## src/rtl/binary_decoder_138.sv

```systemverilog
// rtl/binary_decoder_138.sv - registered 3-to-8 decoder with 74x138-style enables, active-low outputs
module binary_decoder_138 (
  input  logic       clk,
  input  logic       rst_n,
  input  logic       A,
  input  logic       B,
  input  logic       C,
  input  logic       G1,
  input  logic       G2A,
  input  logic       G2B,
  output logic [7:0] Y_
);

  logic       en;
  logic [2:0] sel;
  logic [7:0] next_y;

  assign en  = G1 & ~G2A & ~G2B;
  assign sel = {C, B, A};

  // Only all-ones or a single cleared bit can ever reach the register.
  always_comb begin
    next_y = 8'hFF;
    if (en) begin
      next_y[sel] = 1'b0;
    end
  end

  always_ff @(posedge clk) begin
    if (!rst_n) begin
      Y_ <= 8'hFF;
    end else begin
      Y_ <= next_y;
    end
  end

endmodule

```

## config.mk

```make
export PLATFORM = sky130hd
export DESIGN_NAME = binary_decoder_138
export DESIGN_NICKNAME = d
export VERILOG_FILES = /design/src/rtl/binary_decoder_138.sv
export SDC_FILE = /design/constraint.sdc
export NUM_CORES = 1
export LEC_CHECK = 0
export ABC_AREA = 1
export CAP_MARGIN = 10
export CORE_AREA = 2 2 39 41
export CTS_CLUSTER_DIAMETER = 150
export DETAILED_ROUTE_END_ITERATION = 8
export DIE_AREA = 0 0 41 43
export PLACE_DENSITY = 0.5
export SYNTH_ARGS = -nofsm -noshare
export SYNTH_HDL_FRONTEND = slang
export SYNTH_SLANG_ARGS = --single-unit
```

## constraint.sdc

```tcl
create_clock -name clk -period 0.8 [get_ports clk]
set_input_delay 0.16 -clock clk [delete_from_list [all_inputs] [get_ports clk]]
set_output_delay 0.16 -clock clk [all_outputs]
set_load 0.02 [all_outputs]
```

After elaboration in Yosys (flattened, before gate mapping)
Index checks and enable logic that the tools add are counted.
- reductions and logical operators: 2
- muxes and demuxes: 2
- eq/ne operators: 0
- add/subtract/negate cells: 0
- shifts and indexed selects: 0
- multipliers: 0
- bitwise gates (word level): 5
- order comparisons: 2
- divide/modulo/power cells: 0
- operator list (kind ; count):
    8-bit inverter ; 1
    3-bit by 4-bit less-than comparator with 1-bit output (second input constant) ; 1
    1-bit demux with 3-bit select ; 1
    3-bit by 1-bit >= comparator with 1-bit output (second input constant) ; 1
    1-bit AND ; 2
    1-bit inverter ; 2
    2-bit AND reduction ; 1
    1-bit logical AND ; 1
    1-bit two-way mux ; 1
- logic and storage cells: 12
- bits in latches: 0
- memories: 0
- output and inout bits: 8
- flip-flop bits (word level): 8
- ROM bits: 0
- RAM bits: 0
- bits of input ports: 8

Depth between registers and ports, before layout
- depth in word-level cells: 5
- mapped depth: 4
- depth with buffers taken out: 4

Worst setup path after synthesis
Ideal clock, no wire load.
- path type: input to register
- start: input port G2B
- end: register Y_[0]
- stages: 4
- arrival: 0.457 ns
- data required time: 0.680 ns
- slack: 0.223 ns
- buffers on the path: 0
- setup time: 0.120 ns
- cells stage by stage: inv_1 -> nand2_1 -> nor2_4 -> nand2_1
- cells in the longest elaborated chain, start to end: 3
- ends and longest elaborated chain (element ; line ; RTL):
    start, declared ; 10 ; input logic G2B,
    1-bit inverter ; 18 ; assign en = G1 & ~G2A & ~G2B;
    1-bit AND ; 18 ;
    2-bit AND reduction (no line) ; - ;
    end signal, assigned ; 33 ; Y_ <= next_y;
    end, declared ; 11 ; output logic [7:0] Y_
No other way between the ends.
A chain may end at the register's enable or synchronous reset.

Worst setup path in the final report
- start: register Y_[1]
- end: output port Y_[1]
No word-level cell between the ends.

==> flow_summary.ini <==
[clock_tree]
cts.sinks = 8
cts_tree = done
cts_buffers = 3
root_buffer = clkbuf_4
clkTransAtPathRegs_ns = 0.05
htreeDepth = 1
clockBufferDepth = 2
cts-hold-fix-buffers = 0
post_cts_buffers = 0

[worst_hold_path]
min_from = G2B
hold_path_depth = 5
hold_end = Y_[1]$_SDFF_PN1_
hold_class = input port to flop

[route]
drc = 0
num_vias = 268
antenna_left = 0
vias_per_cell = 3.83
totalWireLength_um = 490
drt_iter0_markers = 3
drt_first_pass_iters = 3
wire_per_inst_um = 7.00

[power_and_ir_drop]
p_seq_share_pct = 52.5
sw_frac_of_total_pct = 20.5
p_comb_share_pct = 9.9
p_int_mw = 0.610
totalPowerFinal_mw = 0.767
power.density_mw_per_mm2 = 1530
power.switching_mw = 0.157
p_leak_nw = 0.256
vdd_drop_max_v = 0.000486
clockPowerShare_pct = 37.6

[setup_path]
critPathBufInv = 1
cp-start-kind = flop
crit_path_end_kind = output pin
cpMaxStageDelayCell = dfxtp_2
critPathMaxFanout = 1
cp_data_required_time_ns = 0.64
critical_path.top_delay_family = flip-flops
crit_arrival_ns = 0.67
critPathMaxStageDelay_ns = 0.31
crit_chain = buf_6
crit_type = flop to output pin

[synthesis]
synth_area_sq_um = 273
syn_avg_cell_area_sq_um = 7.58
ys_ff_latch = 8
syn_nets = 44
synthCells = 36
yosys_warnings = 0
synth_cell_type_count = 6
ys_seq_area_share_pct = 58.7

[grt]
grt_overflow_total = 0
grt_use_met2_pct = 8.44
grtUsageTotal_pct = 7.55
grt_pass1_vias = 216
grt_pass1_wl_um = 821
top_usage_layer = met4
grt_max_degree = 9
grt_use_met3_pct = 3.14
antenna_found_initial = 0
use_met1_pct = 8.77

[die]
start_util_pct = 19.7
die_h_um = 43
die_area_sq_mm = 0.00176
ios = 16
placement_rows = 14
dieWidth_um = 41
coreArea_sq_mm = 0.00138

[placement]
dp.cells = 67
port_buffers = 15
detailed_place_hpwl_um = 383
gp_congestion = 0.798

[cells_and_area]
area_delta_synth_final_pct = 83.5
top_regs = Y_: 8 flops
final_cell_mix = 12 x nand2_1, 8 x dfxtp_2, 8 x nor2_1, 8 x buf_6, 5 x dlymetal6s2s_1
nets = 64
fin_cells = 70
largest_register_ffs = 8
n_antenna_cell = 0
drive_gt1_share_pct = 44.4
largest-register = Y_
final_common_cell = nand2_1

[sta]
setup_ws_ns = -0.0349
maxSlewViolCount = 0
worstMarginPinSlew_ns = 0.189
min_period_ns = 0.835
fin_crit_sh_pct = 104
setup_viol = 8
tns_ns = -0.256
holdWs_ns = 0.246
hold_violations = 0
slew-limit-headroom_pct = 87.4
rsz0062_at_grt = yes
max_freq_ghz = 1.20

[flow_run]
cap_violations = 0

[run_status]
status = finished with violations
violations = negative setup slack
[Yosys cell counts, drive strengths merged]
cell / n / area (sq um)
inv: 5 / 18.8
nand2: 14 / 52.6
dfxtp: 8 / 160
nor2: 9 / 41.3
[power groups by stage]
| stage | clock (mW) | sequential, mW | combinational (mW) |
|---|---|---|---|
| after floorplan | 0 | 0.413 | 0.0287 |
| after global placement | 0 | 0.410 | 0.0781 |
| after detailed placement | 0 | 0.410 | 0.0788 |
| after CTS | 0.296 | 0.403 | 0.0787 |
| after global routing | 0.321 | 0.402 | 0.0839 |
| final | 0.288 | 0.403 | 0.0756 |
[final cells by class]
type	count	area (sq um)
clock buffer	3	22.5
timing repair buffer	15	170
fill	152	883
inverter	5	18.8
sequential	8	170
multi-input combinational	23	98.8
tap	16	20.0
[metal layers]
| layer | part of all wire (%) | wire (um) | up-vias |
|---|---|---|---|
| li1 | - | - | 141 |
| met1 | 40 | 197 | 113 |
| met2 | 48 | 236 | 12 |
| met3 | 7.6 | 37 | 2 |
| met4 | 3.9 | 19 | 0 |
| met5 | 0 | 0 | - |
[how the worst max path moves through the flow]
| stage | start | endpoint | slack [ns] | cells after the start |
|---|---|---|---|---|
| 3_5_place_dp | A | Y_[3]$_SDFF_PN1_ | -0.29 | 4 |
| 3_3_place_gp | rst_n | Y_[2]$_SDFF_PN1_ | -0.28 | 4 |
| 4_1_cts | Y_[1]$_SDFF_PN1_ | Y_[1] | -0.04 | 1 |
| 6_report | Y_[1]$_SDFF_PN1_ | Y_[1] | -0.03 | 1 |
| 2_1_floorplan | G2B | Y_[0]$_SDFF_PN1_ | 0.22 | 4 |
| 5_1_grt | Y_[4]$_SDFF_PN1_ | Y_[4] | -0.06 | 1 |
[worst min-delay path, delay by kind of cell]
| kind | cells | cell delay [ns] |
|---|---|---|
| simple gates | 3 | 0.17 |
| buf+inv | 2 | 0.13 |
[cell families after synthesis]
logic type	after synthesis	synth area share, %
buffers and inverters	5	6.88
DFF	8	58.7
and+or+nand+nor	23	34.4
[per-stage QoR]
step	cell area (sq um)	utilization (%)	setup slack (ns)
2_1_floorplan	273	-	0.223
3_3_place_gp	443	32.0	-0.278
3_5_place_dp	443	32.0	-0.294
4_1_cts	488	35.3	-0.0411
5_1_grt	500	36.2	-0.0613
6_report	500	36.2	-0.0349
[what timing repair did]
item                                    4_1_cts  5_1_grt
pin swaps                                     4        4
resized for setup                            60        6
endpoints found under the setup margin       16       16
Note: power is estimated with default switching activity, not from simulation.
